**config.mk**
```make
export PLATFORM = sky130hd
export DESIGN_NAME = ps2_host_tx
export DESIGN_NICKNAME = d
export VERILOG_FILES = /design/src/rtl/ps2_pkg.sv /design/src/rtl/ps2_line_filter.sv /design/src/rtl/ps2_host_tx.sv
export SDC_FILE = /design/constraint.sdc
export NUM_CORES = 1
export LEC_CHECK = 0
export BUFFER_PORTS_ARGS = -buffer_cell sky130_fd_sc_hd__buf_2
export CORE_MARGIN = 3
export CORE_UTILIZATION = 40
export CTS_CLUSTER_SIZE = 24
export DETAILED_ROUTE_END_ITERATION = 7
export SYNTH_ARGS = -nofsm -noshare
export SYNTH_HDL_FRONTEND = slang
export SYNTH_SLANG_ARGS = --single-unit
```
**constraint.sdc**
```tcl
create_clock -name iClk -period 1.9 [get_ports iClk]
set_input_delay 0.095 -clock iClk [delete_from_list [all_inputs] [get_ports iClk]]
set_output_delay 0.095 -clock iClk [all_outputs]
set_load 0.005 [all_outputs]
```
**src/rtl/ps2_pkg.sv**
```systemverilog
// ----------------------------------------------------------------------------
// ps2_pkg
//   Shared definitions for the PS/2 host-to-device transmit path:
//   FSM state encoding, frame length, common keyboard command bytes and
//   a helper that assembles the serial frame for a command byte.
// ----------------------------------------------------------------------------
package ps2_pkg;

    typedef enum logic [2:0] {
        IDLE,
        INHIBIT,
        RTS,
        SEND,
        ACK,
        WAITIDLE,
        DONE,
        ERR
    } state_t;

    // start + 8 data + parity + stop
    localparam int FRAME_BITS = 11;

    localparam logic [7:0] CMD_SET_LED = 8'hED;
    localparam logic [7:0] CMD_ECHO    = 8'hEE;
    localparam logic [7:0] CMD_ENABLE  = 8'hF4;
    localparam logic [7:0] CMD_RESET   = 8'hFF;

    // Frame as shifted out LSB first: bit 0 is the start bit (0), then the
    // data byte, odd parity and the stop bit (1).
    function automatic logic [FRAME_BITS-1:0] build_frame(input logic [7:0] data);
        return {1'b1, ~^data, data, 1'b0};
    endfunction

endpackage

```
**src/rtl/ps2_line_filter.sv**
```systemverilog
// ----------------------------------------------------------------------------
// ps2_line_filter
//   Brings an asynchronous PS/2 line into the iClk domain through a 2-FF
//   synchronizer, then accepts a new level only after FILTER_LEN consecutive
//   equal synchronized samples. Shared by the transmit and receive paths.
// Ports
//   iClk    in   system clock
//   iReset  in   synchronous reset, active-high (line assumed idle high)
//   iPin    in   raw line level
//   oLevel  out  filtered line level
//   oFall   out  one-cycle pulse when oLevel goes 1 -> 0
// ----------------------------------------------------------------------------
module ps2_line_filter #(
    parameter int FILTER_LEN = 8
) (
    input  logic iClk,
    input  logic iReset,
    input  logic iPin,
    output logic oLevel,
    output logic oFall
);

    localparam int CNT_W = (FILTER_LEN > 1) ? $clog2(FILTER_LEN) : 1;
    localparam logic [CNT_W-1:0] CNT_LAST = CNT_W'(FILTER_LEN - 1);

    logic             r_sync1;
    logic             r_sync2;
    logic             r_level;
    logic             r_fall;
    logic [CNT_W-1:0] r_cnt;

    // NOTE: every register here uses non-blocking assignment so each one
    // samples the values from before the edge; blocking would collapse the
    // two synchronizer stages into one.
    always_ff @(posedge iClk) begin
        if (iReset) begin
            r_sync1 <= 1'b1;
            r_sync2 <= 1'b1;
            r_level <= 1'b1;
            r_fall  <= 1'b0;
            r_cnt   <= '0;
        end else begin
            r_sync1 <= iPin;
            r_sync2 <= r_sync1;
            r_fall  <= 1'b0;
            if (r_sync2 == r_level) begin
                // any sample agreeing with the current level restarts the run
                r_cnt <= '0;
            end else if (r_cnt == CNT_LAST) begin
                r_level <= r_sync2;
                r_fall  <= r_level;
                r_cnt   <= '0;
            end else begin
                r_cnt <= r_cnt + CNT_W'(1);
            end
        end
    end

    assign oLevel = r_level;
    assign oFall  = r_fall;

endmodule

```
**src/rtl/ps2_host_tx.sv**
```systemverilog
// ----------------------------------------------------------------------------
// ps2_host_tx
//   PS/2 host-to-device transmitter. Holds the clock low to request-to-send,
//   presents the start bit, then shifts data, odd parity and stop on the
//   device-generated clock and checks the device ACK. Pins are open-drain:
//   an Oe of 1 pulls the line low, 0 releases it.
// Ports
//   iClk        in   system clock
//   iReset      in   synchronous reset, active-high
//   iStart      in   one-cycle send request, accepted only while idle
//   iData[7:0]  in   command byte, captured on the accepting cycle
//   iPs2Clk     in   raw PS/2 clock pin level
//   iPs2Data    in   raw PS/2 data pin level
//   oPs2ClkOe   out  pull PS/2 clock low
//   oPs2DataOe  out  pull PS/2 data low
//   oBusy       out  transfer in progress (through the done/error cycle)
//   oDone       out  one-cycle pulse: byte sent and acknowledged
//   oError      out  one-cycle pulse: timeout or missing ACK
// ----------------------------------------------------------------------------
module ps2_host_tx
    import ps2_pkg::*;
#(
    parameter int INHIBIT_CYCLES = 5000,
    parameter int TIMEOUT_CYCLES = 750000,
    parameter int FILTER_LEN     = 8
) (
    input  logic       iClk,
    input  logic       iReset,
    input  logic       iStart,
    input  logic [7:0] iData,
    input  logic       iPs2Clk,
    input  logic       iPs2Data,
    output logic       oPs2ClkOe,
    output logic       oPs2DataOe,
    output logic       oBusy,
    output logic       oDone,
    output logic       oError
);

    localparam int INH_W  = $clog2(INHIBIT_CYCLES);
    localparam int TOUT_W = $clog2(TIMEOUT_CYCLES);

    localparam logic [INH_W-1:0]  INH_PRE_LAST = INH_W'(INHIBIT_CYCLES - 2);
    localparam logic [INH_W-1:0]  INH_LAST     = INH_W'(INHIBIT_CYCLES - 1);
    localparam logic [TOUT_W-1:0] TOUT_LAST    = TOUT_W'(TIMEOUT_CYCLES - 1);
    // bit counter value before the edge that puts the stop bit on the line
    localparam logic [3:0]        STOP_PREV    = 4'(FRAME_BITS - 2);
    localparam logic [3:0]        ACK_EDGE     = 4'(FRAME_BITS);

    state_t                  r_state;
    logic [FRAME_BITS-1:0]   r_shift;
    logic [3:0]              r_bit_cnt;
    logic [INH_W-1:0]        r_inh_cnt;
    logic [TOUT_W-1:0]       r_tout_cnt;
    logic                    r_clk_oe;
    logic                    r_data_oe;
    logic                    r_busy;
    logic                    r_done;
    logic                    r_error;
    logic                    r_data_s1;
    logic                    r_data_s2;

    logic                    w_clk_level;
    logic                    w_clk_fall;
    logic                    w_tout_active;

    ps2_line_filter #(
        .FILTER_LEN (FILTER_LEN)
    ) u_clk_filter (
        .iClk   (iClk),
        .iReset (iReset),
        .iPin   (iPs2Clk),
        .oLevel (w_clk_level),
        .oFall  (w_clk_fall)
    );

    assign w_tout_active = (r_state == RTS) || (r_state == SEND) ||
                           (r_state == ACK) || (r_state == WAITIDLE);

    always_ff @(posedge iClk) begin
        if (iReset) begin
            r_state    <= IDLE;
            r_shift    <= '0;
            r_bit_cnt  <= '0;
            r_inh_cnt  <= '0;
            r_tout_cnt <= '0;
            r_clk_oe   <= 1'b0;
            r_data_oe  <= 1'b0;
            r_busy     <= 1'b0;
            r_done     <= 1'b0;
            r_error    <= 1'b0;
            r_data_s1  <= 1'b1;
            r_data_s2  <= 1'b1;
        end else begin
            // data only needs synchronizing: it is sampled once, well after
            // the filtered clock edge, so no debounce is required
            r_data_s1 <= iPs2Data;
            r_data_s2 <= r_data_s1;
            r_done    <= 1'b0;
            r_error   <= 1'b0;

            case (r_state)
                IDLE: begin
                    if (iStart) begin
                        r_shift   <= build_frame(iData);
                        r_bit_cnt <= '0;
                        r_inh_cnt <= '0;
                        r_busy    <= 1'b1;
                        r_clk_oe  <= 1'b1;
                        r_state   <= INHIBIT;
                    end
                end

                INHIBIT: begin
                    r_inh_cnt <= r_inh_cnt + INH_W'(1);
                    // start bit goes out one cycle before the clock is
                    // released, so the device sees data low the moment the
                    // clock line floats high
                    if (r_inh_cnt == INH_PRE_LAST) begin
                        r_data_oe <= ~r_shift[0];
                    end
                    if (r_inh_cnt == INH_LAST) begin
                        r_clk_oe   <= 1'b0;
                        r_tout_cnt <= '0;
                        r_state    <= RTS;
                    end
                end

                RTS, SEND: begin
                    r_tout_cnt <= r_tout_cnt + TOUT_W'(1);
                    // each falling edge puts the next frame bit on the line;
                    // the stop bit is a 1, i.e. data released
                    if (w_clk_fall) begin
                        r_data_oe <= ~r_shift[1];
                        r_shift   <= {1'b1, r_shift[FRAME_BITS-1:1]};
                        r_bit_cnt <= r_bit_cnt + 4'd1;
                        r_state   <= (r_bit_cnt == STOP_PREV) ? ACK : SEND;
                    end
                end

                ACK: begin
                    r_tout_cnt <= r_tout_cnt + TOUT_W'(1);
                    if (w_clk_fall) begin
                        r_bit_cnt <= ACK_EDGE;
                        if (!r_data_s2) begin
                            r_state <= WAITIDLE;
                        end else begin
                            r_error <= 1'b1;
                            r_state <= ERR;
                        end
                    end
                end

                WAITIDLE: begin
                    r_tout_cnt <= r_tout_cnt + TOUT_W'(1);
                    if (w_clk_level && r_data_s2) begin
                        r_done  <= 1'b1;
                        r_state <= DONE;
                    end
                end

                DONE, ERR: begin
                    r_clk_oe  <= 1'b0;
                    r_data_oe <= 1'b0;
                    r_busy    <= 1'b0;
                    r_state   <= IDLE;
                end

                default: r_state <= IDLE;
            endcase

            // Timeout overrides whatever the state arm decided this cycle.
            if (w_tout_active && (r_tout_cnt == TOUT_LAST)) begin
                r_clk_oe  <= 1'b0;
                r_data_oe <= 1'b0;
                r_done    <= 1'b0;
                r_error   <= 1'b1;
                r_state   <= ERR;
            end
        end
    end

    assign oPs2ClkOe  = r_clk_oe;
    assign oPs2DataOe = r_data_oe;
    assign oBusy      = r_busy;
    assign oDone      = r_done;
    assign oError     = r_error;

endmodule
```
==> results.py <==
metrics = {
    "logic_synthesis": {
        "syn_nets": 401,
        "syn_area_per_cell_um2": 8.522,
        "synth.largest_area_cell": "dfxtp_1",
        "yosysMostFrequentCell": "dfxtp_1",
        "ys_seq_area_frac": 0.4008,
        "synth-edff-count": 0,
        "synth_cells": 381,
        "synth_ff_type": "dfxtp_1",
        "ys_top_cells_by_count": "dfxtp_1 (65), nand2_1 (50), nor2_1 (49), xnor2_1 (19), clkbuf_1 (18)",
        "synth_top_family_by_area": "simple AND/OR/NAND/NOR gates",
        "yosys.area_share.simple": 0.3245,
        "synth_area_leaders": "dfxtp_1 (40%), nand2_1 (5.8%), nor2_1 (5.7%)",
        "synthMuxAreaShare": 0.02389,
        "synthArstFlopShare": 0,
        "ys_ff_latch": 65,
        "synth_cell_types": 54,
        "ys_warn_count": 0,
        "syn_area_mm2": 0.003247,
        "synth-compound-area-share": 0.1179,
        "synthXorXnorAreaFrac": 0.07283,
        "synthAdderAreaFrac": 0.02697,
        "synth_top_area_share": 0.4008,
    },
    "place": {
        "gp_congestion": 0.7798,
        "hpwl_mm": 4.933,
        "port_buffers": 17,
    },
    "cts": {
        "path_clk_slew_ns": 0.07,
        "clock_sinks": 65,
        "htree_levels": 3,
        "cts_buffers": 9,
        "cts.root.buffer_cell": "clkbuf_8",
        "clkLatencyLatePin_ns": 0.34,
        "cts_tree": "done",
        "cts_buffer_depth": 2,
    },
    "global_routing": {
        "overflow": 0,
        "grt_max_degree": 30,
        "gr-usage-met1": 0.2121,
        "met2_usage": 0.2570,
        "grt_pass1_wl_mm": 11.72,
        "busiest_layer": "met2",
        "antenna_found_initial": 0,
        "grt_pass1_vias": 2618,
        "grtUsageTotal": 0.1611,
        "grt_use_met3": 0.03284,
    },
    "sta": {
        "maxSlewViolCount": 0,
        "fin_crit_ns": 1.978,
        "fin_skew_ns": 0.006521,
        "hold_violations": 0,
        "rsz0062_at_grt": "yes",
        "finalCritPeriodShare": 1.041,
        "slew_headroom": 0.6315,
        "tightest_slew_ns": 0.5469,
        "fmax_ghz": 0.5055,
        "worst_slack_ns": -0.07818,
        "setup_viol": 10,
    },
    "power_and_ir_drop": {
        "p_seq_frac": 0.366,
        "max-vdd-ir-drop_uv": 499.2,
        "power.density_mw_per_mm2": 1046,
        "p_total_mw": 4.328,
        "p_switching_mw": 1.350,
        "netSwitchingFraction": 0.3120,
        "power_frac_clock": 0.330,
        "power_frac_comb": 0.305,
        "intPower_mw": 2.978,
        "power_leakage_nw": 1.591,
    },
    "routing": {
        "avgRoutedWirePerCell_um": 12.82,
        "finalWirelength_mm": 6.989,
        "firstDrtPassIters": 4,
        "route.vias.total": 2849,
        "drt_iter0_drc": 117,
        "drc": 0,
        "final_antenna_net_count": 0,
        "viasPerCell": 5.228,
    },
    "final_layout": {
        "nFillCells": 732,
        "drive_above_1_share": 0.2731,
        "diodes": 0,
        "nets": 458,
        "area_growth_syn_to_layout_pct": 27.44,
        "final_util": 0.5300,
    },
    "critical_path": {
        "worst_path_max_delay_cell": "or4b_4",
        "required_ns": 2.14,
        "worstPathCellList": "or4b_4 > o41ai_4 > buf_6 > nor4b_2 > xnor2_1 > nor2_2",
        "endpoint_kind": "flop",
        "cpPeakStageDelay_ns": 0.56,
        "critPathLaunchType": "flop",
        "cp_num_buf_inv": 1,
        "crit_arrival_ns": 2.22,
        "crit_path_max_fanout": 10,
        "path_class": "reg -> reg",
        "critPathTopFamily": "simple AND/OR/NAND/NOR gates",
    },
    "die": {
        "coreArea_mm2": 0.007807,
        "die_h_um": 96.10,
        "ios": 18,
        "fp-row-count": 32,
        "start_util": 0.4159,
        "dieArea_mm2": 0.009234,
        "die_x_um": 96.10,
    },
    "status": {
        "outcome": "finished, violations left",
        "failed_checks": "negative setup slack",
    },
    "run": {
        "maxCapViolations": 0,
    },
    "hold_path": {
        "min_path_type": "in -> reg",
    },
}
==> routing by layer <==
metal | vias to the layer above | share of wire
met3 | 15 | 0.031
met5 | - | 0
li1 | 1455 | -
met2 | 42 | 0.47
met1 | 1337 | 0.48
met4 | 0 | 0.017
==> tightest hold or removal path: stages <==
cell,delay (ns)
buf_2,0.11
nand2_1,0.05
a311oi_1,0.08
==> stage by stage <==
step | instances | setup TNS [ns] | hold slack, ns | worst slack [ns] | instance area (um^2)
global route | 545 | -1.434 | 0.02582 | -0.1614 | 4138
finish | 545 | -0.4154 | 0.03059 | -0.07818 | 4138
detailed placement | 526 | -0.7981 | 0.2808 | -0.1639 | 3782
floorplan | 381 | -0.2232 | 0.1988 | -0.05196 | 3277
CTS | 544 | -0.7808 | 0.01244 | -0.09856 | 4056
global placement | 526 | -0.5982 | 0.2816 | -0.1503 | 3782
==> cell type report <==
cell class                 instances  area (um^2)  share of cell area
multi-input combinational        290         1931              0.4666
sequential                        65         1309              0.3163
timing repair buffer              67        509.2              0.1231
tap                              102        127.6             0.03084
clock buffer                       9        123.9             0.02994
clock inverter                     7        118.9             0.02873
inverter                           5        18.77            0.004536
==> path summary, 6_finish.rpt <==
kind                         from                    to  slack (ns)  cells after the start
max reg2reg         r_inh_cnt[10]        r_tout_cnt[16]       -0.08                      6
min                      iData[6]            r_shift[7]        0.03                      3
max                 r_inh_cnt[10]        r_tout_cnt[16]       -0.08                      6
min reg2reg  u_clk_filter.r_sync1  u_clk_filter.r_sync2        0.41                      1
==> cells in the final DEF (no fill, tap or decap), drive strengths merged, types with 2 or more instances in the layout <==
cell type,synthesis,layout
a211oi,2,2
a21o,2,2
a21oi,16,16
a311oi,13,13
a31oi,3,3
and2,4,4
and3,5,5
and4,5,5
and4bb,3,3
buf,3,65
bufinv,0,3
clkbuf,18,9
clkinv,0,2
clkinvlp,0,2
dfxtp,65,65
dlygate4sd3,0,2
ha,7,7
inv,5,5
mux2,6,6
nand2,50,50
nand2b,4,4
nand3,15,15
nand3b,2,2
nand4,11,11
nand4b,3,3
nor2,52,52
nor2b,4,4
nor3,8,8
nor3b,5,5
nor4,2,2
nor4b,5,5
o21ai,10,10
o31ai,2,2
or2,7,7
or3b,4,4
xnor2,19,19
xor2,8,8
==> flip-flops by register name (all words and copies together), names as in the netlist <==
signal,flops
r_tout_cnt,20
r_inh_cnt,13
r_bit_cnt,4
oError,1
oDone,1
u_clk_filter.r_sync2,1
u_clk_filter.r_cnt,3
r_shift,11
r_data_s1,1
oBusy,1
oPs2ClkOe,1
u_clk_filter.r_sync1,1
u_clk_filter.oFall,1
r_data_s2,1
u_clk_filter.oLevel,1
oPs2DataOe,1
r_state,3
==> repair_timing <==
item,in CTS,in global routing
hold buffers,2,0
endpoints found under the hold margin,2,0
endpoints found under the setup margin,14,23
resized for setup,2,20
buffers inserted,0,1
pin swaps,0,4
==> kinds of logic after synthesis <==
logic type | Yosys count
mux | 7
compound gates | 55
fa+ha+maj | 7
xor+xnor | 27
flops | 65
buf+inv | 26
simple gates | 194
==> power groups by stage <==
stage	clock [mW]	combinational [mW]	sequential [mW]
after global routing	1.52	1.48	1.60
after floorplan	0	0.854	1.60
after global placement	0	1.24	1.60
final	1.43	1.32	1.58
after CTS	1.46	1.27	1.57
after detailed placement	0	1.26	1.61
(Power assumes the default switching activity.)
